===== config.mk =====
export PLATFORM = sky130hd
export DESIGN_NAME = l1_mshr_queue_flat
export DESIGN_NICKNAME = d
export VERILOG_FILES = /design/src/rtl/l1_cache_pkg.sv /design/src/rtl/l1_mshr_queue_if.sv /design/src/rtl/mshr_line_cam.sv /design/src/rtl/l1_mshr_queue.sv /design/src/flat_wrapper.sv
export SDC_FILE = /design/constraint.sdc
export NUM_CORES = 1
export LEC_CHECK = 0
export ABC_AREA = 1
export CAP_MARGIN = 5
export CORE_MARGIN = 1
export CORE_UTILIZATION = 39
export DETAILED_ROUTE_END_ITERATION = 8
export HOLD_SLACK_MARGIN = 0.1
export SETUP_SLACK_MARGIN = 0.15
export SLEW_MARGIN = 10
export SYNTH_ARGS = -nofsm -noshare
export SYNTH_HDL_FRONTEND = slang
export SYNTH_SLANG_ARGS = --single-unit

===== constraint.sdc =====
create_clock -name clock -period 4.5 [get_ports clock]
set_input_delay 0.9 -clock clock [delete_from_list [all_inputs] [get_ports clock]]
set_output_delay 0.9 -clock clock [all_outputs]
set_load 0.02 [all_outputs]

===== src/rtl/l1_cache_pkg.sv =====
// Shared L1 cache types: MSHR entry record, rw encoding, line-address helpers.
// Latency: n/a (types and pure functions only).
// Backpressure: n/a.
package l1_cache_pkg;

    localparam int L1_ADDR_W = 32;
    localparam int L1_DATA_W = 32;

    localparam logic RW_READ  = 1'b0;
    localparam logic RW_WRITE = 1'b1;

    typedef struct packed {
        logic [L1_ADDR_W-1:0] addr;
        logic                 rw;
        logic [L1_DATA_W-1:0] wdata;
        logic                 valid;
    } mshr_entry_t;

    // Line number: byte address with the line offset shifted out.
    function automatic logic [L1_ADDR_W-1:0] line_addr(input logic [L1_ADDR_W-1:0] addr,
                                                       input int offset_w);
        return addr >> offset_w;
    endfunction

    // Line-aligned byte address: low offset_w bits forced to zero.
    function automatic logic [L1_ADDR_W-1:0] line_base(input logic [L1_ADDR_W-1:0] addr,
                                                       input int offset_w);
        return (addr >> offset_w) << offset_w;
    endfunction

endpackage


===== src/rtl/l1_mshr_queue_if.sv =====
// Bundle between lookup stage / miss FSM (master) and the MSHR queue (slave).
// Latency: n/a (wires only).
// Backpressure: full/block tell the master to stop allocating.
// Ports: lk_* lookup, alloc* allocation, mshr_read_next/get/del FSM strobes,
//        issue_* / get_* entry data, status flags and count back to the master.
interface l1_mshr_queue_if #(
    parameter int DEPTH  = 4,
    parameter int ADDR_W = 32,
    parameter int DATA_W = 32
);
    localparam int CNT_W = $clog2(DEPTH) + 1;

    logic              lk_valid;
    logic [ADDR_W-1:0] lk_addr;
    logic              alloc;
    logic              alloc_rw;
    logic [DATA_W-1:0] alloc_wdata;
    logic              mshr_read_next;
    logic              mshr_get;
    logic              mshr_del;
    logic [ADDR_W-1:0] issue_addr;
    logic              issue_rw;
    logic [ADDR_W-1:0] get_addr;
    logic              get_rw;
    logic [DATA_W-1:0] get_wdata;
    logic              mshr_empty;
    logic              mshr_idle;
    logic              full;
    logic              block;
    logic              same_line;
    logic              prev_read;
    logic [CNT_W-1:0]  count;

    modport master (
        output lk_valid, lk_addr, alloc, alloc_rw, alloc_wdata,
               mshr_read_next, mshr_get, mshr_del,
        input  issue_addr, issue_rw, get_addr, get_rw, get_wdata,
               mshr_empty, mshr_idle, full, block, same_line, prev_read, count
    );

    modport slave (
        input  lk_valid, lk_addr, alloc, alloc_rw, alloc_wdata,
               mshr_read_next, mshr_get, mshr_del,
        output issue_addr, issue_rw, get_addr, get_rw, get_wdata,
               mshr_empty, mshr_idle, full, block, same_line, prev_read, count
    );

endinterface


===== src/rtl/mshr_line_cam.sv =====
// DEPTH-way line-address comparator: lookup line vs every valid MSHR entry.
// Latency: combinational.
// Backpressure: none.
// Ports: lk_addr lookup byte address, entry_addr/entry_vld per-entry state, hit per-entry match.
module mshr_line_cam
    import l1_cache_pkg::*;
#(
    parameter int DEPTH    = 4,
    parameter int ADDR_W   = 32,
    parameter int OFFSET_W = 4
) (
    input  logic [ADDR_W-1:0]            lk_addr,
    input  logic [DEPTH-1:0][ADDR_W-1:0] entry_addr,
    input  logic [DEPTH-1:0]             entry_vld,
    output logic [DEPTH-1:0]             hit
);

    logic [L1_ADDR_W-1:0] lk_line;

    assign lk_line = line_addr(L1_ADDR_W'(lk_addr), OFFSET_W);

    always_comb begin
        hit = '0;
        for (int i = 0; i < DEPTH; i++) begin
            hit[i] = entry_vld[i] &&
                     (line_addr(L1_ADDR_W'(entry_addr[i]), OFFSET_W) == lk_line);
        end
    end

endmodule


===== src/rtl/l1_mshr_queue.sv =====
// MSHR queue: in-order miss allocation, issue to L2, retire on fill.
// Latency: issue_*/get_*/status registered, valid the cycle after the strobe; same_line/block combinational.
// Backpressure: alloc dropped while full; block asks the processor to stall.
// Ports: clock, reset (async active-low), mq slave side of l1_mshr_queue_if.
module l1_mshr_queue
    import l1_cache_pkg::*;
#(
    parameter int DEPTH    = 4,
    parameter int ADDR_W   = L1_ADDR_W,
    parameter int DATA_W   = L1_DATA_W,
    parameter int OFFSET_W = 4
) (
    input  logic          clock,
    input  logic          reset,
    l1_mshr_queue_if.slave mq
);

    localparam int PTR_W = $clog2(DEPTH);
    localparam int CNT_W = PTR_W + 1;

    mshr_entry_t ent [DEPTH];

    logic [PTR_W-1:0] wr_ptr, iss_ptr, ret_ptr;
    logic [CNT_W-1:0] n_valid, n_unissued;
    logic [CNT_W-1:0] n_valid_nxt, n_unissued_nxt;

    logic full_q, empty_q, idle_q, prev_read_q;

    logic has_unissued, has_issued;
    logic alloc_ok, rd_ok, get_ok, del_ok;

    logic [DEPTH-1:0][ADDR_W-1:0] cam_addr;
    logic [DEPTH-1:0]             cam_vld;
    logic [DEPTH-1:0]             cam_hit;
    logic                         same_line;

    // Issued entries are those between ret_ptr and iss_ptr.
    assign has_unissued = (n_unissued != '0);
    assign has_issued   = (n_valid != n_unissued);

    // full_q reflects the state before this cycle's del, so alloc+del while full drops the alloc.
    assign alloc_ok = mq.lk_valid & mq.alloc & ~full_q;
    assign rd_ok    = mq.mshr_read_next & has_unissued;
    assign get_ok   = mq.mshr_get & has_issued;
    assign del_ok   = mq.mshr_del & has_issued;

    assign n_valid_nxt    = n_valid + CNT_W'(alloc_ok) - CNT_W'(del_ok);
    assign n_unissued_nxt = n_unissued + CNT_W'(alloc_ok) - CNT_W'(rd_ok);

    always_comb begin
        cam_addr = '0;
        cam_vld  = '0;
        for (int i = 0; i < DEPTH; i++) begin
            cam_addr[i] = ADDR_W'(ent[i].addr);
            cam_vld[i]  = ent[i].valid;
        end
    end

    mshr_line_cam #(
        .DEPTH   (DEPTH),
        .ADDR_W  (ADDR_W),
        .OFFSET_W(OFFSET_W)
    ) u_cam (
        .lk_addr   (mq.lk_addr),
        .entry_addr(cam_addr),
        .entry_vld (cam_vld),
        .hit       (cam_hit)
    );

    assign same_line    = mq.lk_valid & (|cam_hit);
    assign mq.same_line = same_line;
    // A write to a line with a pending miss must wait so the fill does not overwrite it.
    assign mq.block     = full_q | (same_line & (mq.alloc_rw == RW_WRITE));

    assign mq.full       = full_q;
    assign mq.mshr_empty = empty_q;
    assign mq.mshr_idle  = idle_q;
    assign mq.prev_read  = prev_read_q;
    assign mq.count      = n_valid;

    // Entry storage. wr_ptr and ret_ptr only coincide when empty (no del) or full (no alloc).
    always_ff @(posedge clock or negedge reset) begin
        if (!reset) begin
            for (int i = 0; i < DEPTH; i++) begin
                ent[i] <= '0;
            end
        end else begin
            if (del_ok) begin
                ent[ret_ptr].valid <= 1'b0;
            end
            if (alloc_ok) begin
                ent[wr_ptr] <= '{addr:  L1_ADDR_W'(mq.lk_addr),
                                 rw:    mq.alloc_rw,
                                 wdata: L1_DATA_W'(mq.alloc_wdata),
                                 valid: 1'b1};
            end
        end
    end

    // Pointers, counters and registered status.
    always_ff @(posedge clock or negedge reset) begin
        if (!reset) begin
            wr_ptr      <= '0;
            iss_ptr     <= '0;
            ret_ptr     <= '0;
            n_valid     <= '0;
            n_unissued  <= '0;
            full_q      <= 1'b0;
            empty_q     <= 1'b1;
            idle_q      <= 1'b1;
            prev_read_q <= 1'b0;
        end else begin
            wr_ptr     <= wr_ptr + PTR_W'(alloc_ok);
            iss_ptr    <= iss_ptr + PTR_W'(rd_ok);
            ret_ptr    <= ret_ptr + PTR_W'(del_ok);
            n_valid    <= n_valid_nxt;
            n_unissued <= n_unissued_nxt;
            full_q     <= (n_valid_nxt == CNT_W'(DEPTH));
            empty_q    <= (n_unissued_nxt == '0);
            idle_q     <= (n_valid_nxt == '0);
            if (alloc_ok) begin
                prev_read_q <= (mq.alloc_rw == RW_READ);
            end else if (del_ok && (n_valid_nxt == '0)) begin
                prev_read_q <= 1'b0;
            end
        end
    end

    // Issue and retire data registers; they hold when the strobe is ignored.
    always_ff @(posedge clock or negedge reset) begin
        if (!reset) begin
            mq.issue_addr <= '0;
            mq.issue_rw   <= 1'b0;
            mq.get_addr   <= '0;
            mq.get_rw     <= 1'b0;
            mq.get_wdata  <= '0;
        end else begin
            if (rd_ok) begin
                mq.issue_addr <= ADDR_W'(line_base(ent[iss_ptr].addr, OFFSET_W));
                mq.issue_rw   <= ent[iss_ptr].rw;
            end
            // Reads the entry as it stands before any same-cycle del.
            if (get_ok) begin
                mq.get_addr  <= ADDR_W'(ent[ret_ptr].addr);
                mq.get_rw    <= ent[ret_ptr].rw;
                mq.get_wdata <= DATA_W'(ent[ret_ptr].wdata);
            end
        end
    end

endmodule


===== src/flat_wrapper.sv =====
// flat-port wrapper written by rule: the top's interface ports become plain ports
module l1_mshr_queue_flat import l1_cache_pkg::*;
#(
    parameter int DEPTH    = 4,
    parameter int ADDR_W   = L1_ADDR_W,
    parameter int DATA_W   = L1_DATA_W,
    parameter int OFFSET_W = 4
)
  (clock, reset, mq_lk_valid, mq_lk_addr, mq_alloc, mq_alloc_rw, mq_alloc_wdata, mq_mshr_read_next, mq_mshr_get, mq_mshr_del, mq_issue_addr, mq_issue_rw, mq_get_addr, mq_get_rw, mq_get_wdata, mq_mshr_empty, mq_mshr_idle, mq_full, mq_block, mq_same_line, mq_prev_read, mq_count);
  l1_mshr_queue_if #(.DEPTH(DEPTH), .ADDR_W(ADDR_W), .DATA_W(DATA_W)) mq_i ();
  input  logic clock;
  input  logic reset;
  input wire logic [$bits(mq_i.lk_valid)-1:0] mq_lk_valid;
  input wire logic [$bits(mq_i.lk_addr)-1:0] mq_lk_addr;
  input wire logic [$bits(mq_i.alloc)-1:0] mq_alloc;
  input wire logic [$bits(mq_i.alloc_rw)-1:0] mq_alloc_rw;
  input wire logic [$bits(mq_i.alloc_wdata)-1:0] mq_alloc_wdata;
  input wire logic [$bits(mq_i.mshr_read_next)-1:0] mq_mshr_read_next;
  input wire logic [$bits(mq_i.mshr_get)-1:0] mq_mshr_get;
  input wire logic [$bits(mq_i.mshr_del)-1:0] mq_mshr_del;
  output wire logic [$bits(mq_i.issue_addr)-1:0] mq_issue_addr;
  output wire logic [$bits(mq_i.issue_rw)-1:0] mq_issue_rw;
  output wire logic [$bits(mq_i.get_addr)-1:0] mq_get_addr;
  output wire logic [$bits(mq_i.get_rw)-1:0] mq_get_rw;
  output wire logic [$bits(mq_i.get_wdata)-1:0] mq_get_wdata;
  output wire logic [$bits(mq_i.mshr_empty)-1:0] mq_mshr_empty;
  output wire logic [$bits(mq_i.mshr_idle)-1:0] mq_mshr_idle;
  output wire logic [$bits(mq_i.full)-1:0] mq_full;
  output wire logic [$bits(mq_i.block)-1:0] mq_block;
  output wire logic [$bits(mq_i.same_line)-1:0] mq_same_line;
  output wire logic [$bits(mq_i.prev_read)-1:0] mq_prev_read;
  output wire logic [$bits(mq_i.count)-1:0] mq_count;
  assign mq_i.lk_valid = mq_lk_valid;
  assign mq_i.lk_addr = mq_lk_addr;
  assign mq_i.alloc = mq_alloc;
  assign mq_i.alloc_rw = mq_alloc_rw;
  assign mq_i.alloc_wdata = mq_alloc_wdata;
  assign mq_i.mshr_read_next = mq_mshr_read_next;
  assign mq_i.mshr_get = mq_mshr_get;
  assign mq_i.mshr_del = mq_mshr_del;
  assign mq_issue_addr = mq_i.issue_addr;
  assign mq_issue_rw = mq_i.issue_rw;
  assign mq_get_addr = mq_i.get_addr;
  assign mq_get_rw = mq_i.get_rw;
  assign mq_get_wdata = mq_i.get_wdata;
  assign mq_mshr_empty = mq_i.mshr_empty;
  assign mq_mshr_idle = mq_i.mshr_idle;
  assign mq_full = mq_i.full;
  assign mq_block = mq_i.block;
  assign mq_same_line = mq_i.same_line;
  assign mq_prev_read = mq_i.prev_read;
  assign mq_count = mq_i.count;
  l1_mshr_queue #(.DEPTH(DEPTH), .ADDR_W(ADDR_W), .DATA_W(DATA_W), .OFFSET_W(OFFSET_W)) u_core (.clock(clock), .reset(reset), .mq(mq_i));
endmodule

==> results.sh <==
export IMPL_regArea_mm2=0.00937
export IMPL_port_buffers=174
export IMPL_ys_seq_elements=374
export IMPL_synth_cells=2386
export IMPL_gp_congestion=1.02
export IMPL_cap_violations=0
export IMPL_grt_max_degree=96
export IMPL_core_area_mm2=0.0470
export IMPL_h_tree_depth=2
export IMPL_synth_edff_count=0
export IMPL_start_util_pct=39.9
export IMPL_outcome="completed"
export IMPL_cts_made_buffers=43
export IMPL_nFillCells=4644
export IMPL_cpMaxStageDelayCell="clkdlybuf4s50_1"
export IMPL_crit_top_cell="nand2_1"
export IMPL_cts_tree="built"
export IMPL_synth_top_family_by_area="compound AO/OA/AOI/OAI gates"
export IMPL_leakagePower_uw=0.0107
export IMPL_worst_slew_pin_slew_ps=1120
export IMPL_synth_most_common_cell="nand2_1"
export IMPL_yosysWarnings=0
export IMPL_drtAntennaViolNets=0
export IMPL_cts_sinks=374
export IMPL_slew_violations=0
export IMPL_peakVddDrop_mv=0.413
export IMPL_setup_viol=0
export IMPL_path_cells="clkdlybuf4s50_1 -> inv_1 -> nand2_1 -> nand2_1 -> nor2_1 -> nand2_1 -> nor2_1 -> nand2_1 -> nor2_1 -> nor2_1 -> nand2_1 -> nand3_1 -> nand2_1 -> clkdlybuf4s15_1"
export IMPL_die_h_um=221
export IMPL_synth_flop_cell="dfrtp_1"
export IMPL_wirelength_um=63600
export IMPL_clk_path_buf_depth=3
export IMPL_rsz0062_at_grt="false"
export IMPL_track_usage_pct=26.1
export IMPL_drt_iter0_drc=1553
export IMPL_reg2reg_depth=14
export IMPL_ys_seq_area_share_pct=50.0
export IMPL_synth_fa_ha_area_share_pct=0.615
export IMPL_crit_required_ps=3600
export IMPL_grt_pass1_wl_um=98900
export IMPL_p_per_area_mw_per_mm2=789
export IMPL_cts_root_buffer="clkbuf_16"
export IMPL_antenna_found_initial=1
export IMPL_hold_slack_ps=343
export IMPL_cp_end_kind="output port"
export IMPL_overflow=0
export IMPL_utilization_pct=47.9
export IMPL_first_pass_iters=6
export IMPL_hp_class="in -> async"
export IMPL_area_delta_synth_final_pct=20.2
export IMPL_netlist_area_mm2=0.0187
export IMPL_synth_top_area_share_pct=49.7
export IMPL_synth_compound_area_share_pct=19.6
export IMPL_clock_latency_ps=590
export IMPL_vias=16900
export IMPL_cts_hold_buf=0
export IMPL_clk_pin_slew_ps=60
export IMPL_worst_path_stages=14
export IMPL_grt_pass1_vias=16500
export IMPL_power_uw=17700
export IMPL_hold_viol=0
export IMPL_skew_ps=23.3
export IMPL_timing_critical_path_buf_inv=3
export IMPL_die_w_um=221
export IMPL_synthMuxAreaShare_pct=2.21
export IMPL_async_reset_ff_share_pct=100
export IMPL_drive_gt1_share_pct=6.96
export IMPL_syn_avg_cell_area_um2=7.84
export IMPL_path_delay_family="simple AND/OR/NAND/NOR gates"
export IMPL_slowest_delay_ps=640
export IMPL_yosys_area_share_simple_pct=19.4
export IMPL_fin_nets=2592
export IMPL_routedWlPerCell_um=20.2
export IMPL_drc=0
export IMPL_relSlewSlack_pct=25.2
export IMPL_avgViaCountPerCell=5.36
export IMPL_crit_path_start_kind="primary input"
export IMPL_ys_types=39
export IMPL_max_freq_mhz=240
export IMPL_crit_type="in -> out"
export IMPL_ys_top_cells_by_area="dfrtp_1 50%, nand2_1 13%, o21ai_0 12%, nor2_1 4.3%, inv_1 3.8%"
export IMPL_synth_common_cells="636 x nand2_1, 441 x o21ai_0, 372 x dfrtp_1, 212 x nor2_1, 189 x inv_1"
export IMPL_crit_arrival_ps=3270
export IMPL_io_pins=179
export IMPL_rows=79
export IMPL_yosys_area_top_type="dfrtp_1"
export IMPL_path_max_fanout=9
export IMPL_layout_min_cycle_time_ps=4170
export IMPL_multi_input_area_mm2=0.00806
export IMPL_dp_hpwl_um=44100
export IMPL_fp_dieArea_mm2=0.0489
export IMPL_synthXorXnorAreaFrac_pct=0.843
export IMPL_final_period_utilization_pct=92.7
-- final timing paths --
path | from | end | slack [ps]
max | mq_lk_addr[31] | mq_block | 330
min | reset | u_core.mq.get_addr[21]$_DFFE_PN0P_ | 340
max reg2reg | u_core.mq.count[1]$_DFF_PN0_ | u_core.mq.prev_read$_DFFE_PN0P_ | 1640
min reg2reg | u_core.mq.get_addr[13]$_DFFE_PN0P_ | u_core.mq.get_addr[13]$_DFFE_PN0P_ | 470
max in group asynchronous | reset | u_core.ent[4]$_DFFE_PN0P_ | 3160
min in group clock | u_core.mq.get_addr[13]$_DFFE_PN0P_ | u_core.mq.get_addr[13]$_DFFE_PN0P_ | 470
-- routing by layer --
layer	vias up	part of all wire, %	global-route usage (%)
li1	8099	-	-
met1	8176	44	34.3
met2	518	49	44.6
met3	90	5.4	3.69
met4	2	2.3	7.53
met5	-	0.019	0
-- final cells by class --
cell class,instances,area share (%)
timing repair buffer,216,9.46
sequential,374,41.7
inverter,196,3.28
tap,607,3.38
antenna,1,0.0111
multi-input combinational,1681,35.9
clock buffer,61,5.40
clock inverter,16,0.963
-- worst register-to-register path, delay by kind of cell (launching register included) --
kind / cells / cell delay (ps)
adders and majority gates: 3 / 870
AOI/OAI and AO/OA: 1 / 80
buffers and inverters: 2 / 150
and+or+nand+nor: 5 / 690
xor gates and xnor gates: 3 / 520
DFF: 1 / 440
-- cells in the final DEF, fill, tap and decap left out, drive strengths merged --
cell type,n
dfrtp,372
o22ai,36
o211ai,12
fa,2
bufinv,4
a21oi,136
diode,1
conb,4
clkbuf,61
and3,3
clkdlybuf4s50,171
nor3,9
nor3b,3
buf,43
dlymetal6s2s,1
clkdlybuf4s15,1
inv,198
a211oi,1
mux2,36
or2,5
nand3b,1
dfstp,2
a21o,29
nand3,14
o31a,1
a31oi,30
nand4,35
o21ai,450
nand2,638
nor2,212
clkinvlp,1
clkinv,9
ha,6
xor2,5
xnor2,13
-- kinds of logic after synthesis --
family	count (synthesis)
simple gates	920
compound gates	695
flops	374
buf+inv	334
mux	36
xor+xnor	18
fa+ha+maj	8
other cells	1
-- power breakdown --
group          internal (uW)  leakage [uW]  switching [uW]  total (uW)
clock network           2120      0.000705            1460        3580
logic                   3030       0.00539            4760        7790
registers               5010       0.00462            1370        6370
total                  10200        0.0107            7590       17700
-- repair_timing --
item                                    in CTS  in global routing
cloned                                       0                  0
hold endpoints to repair                     0                  0
setup buffers                                0                  0
pin swaps                                    0                  0
endpoints found under the setup margin       2                  2
resized for setup                            4                  6
-- per-stage QoR --
| stage | cells | TNS (ps) | cell area [um2] | worst slack (ps) |
|---|---|---|---|---|
| after floorplan | 2389 | 0 | 18700 | 1680 |
| after global placement | 3074 | -264 | 21000 | -191 |
| after detailed placement | 3074 | -138 | 21000 | -74.4 |
| after CTS | 3151 | 0 | 22500 | 131 |
| after global routing | 3151 | 0 | 22500 | 174 |
| final | 3152 | 0 | 22500 | 330 |
-- flip-flops by register name, summed over array words and instances (netlist names) --
register	flops
u_core.ent	132
u_core.cam_addr	128
u_core.mq.get_addr	32
u_core.mq.get_wdata	32
u_core.mq.issue_addr	28
u_core.cam_vld	4
u_core.mq.count	3
u_core.n_unissued	3
u_core.iss_ptr	2
u_core.ret_ptr	2
u_core.wr_ptr	2
u_core.mq.full	1
u_core.mq.get_rw	1
u_core.mq.issue_rw	1
u_core.mq.mshr_empty	1
u_core.mq.mshr_idle	1
u_core.mq.prev_read	1
No activity file was read; power rests on OpenSTA's default activity.
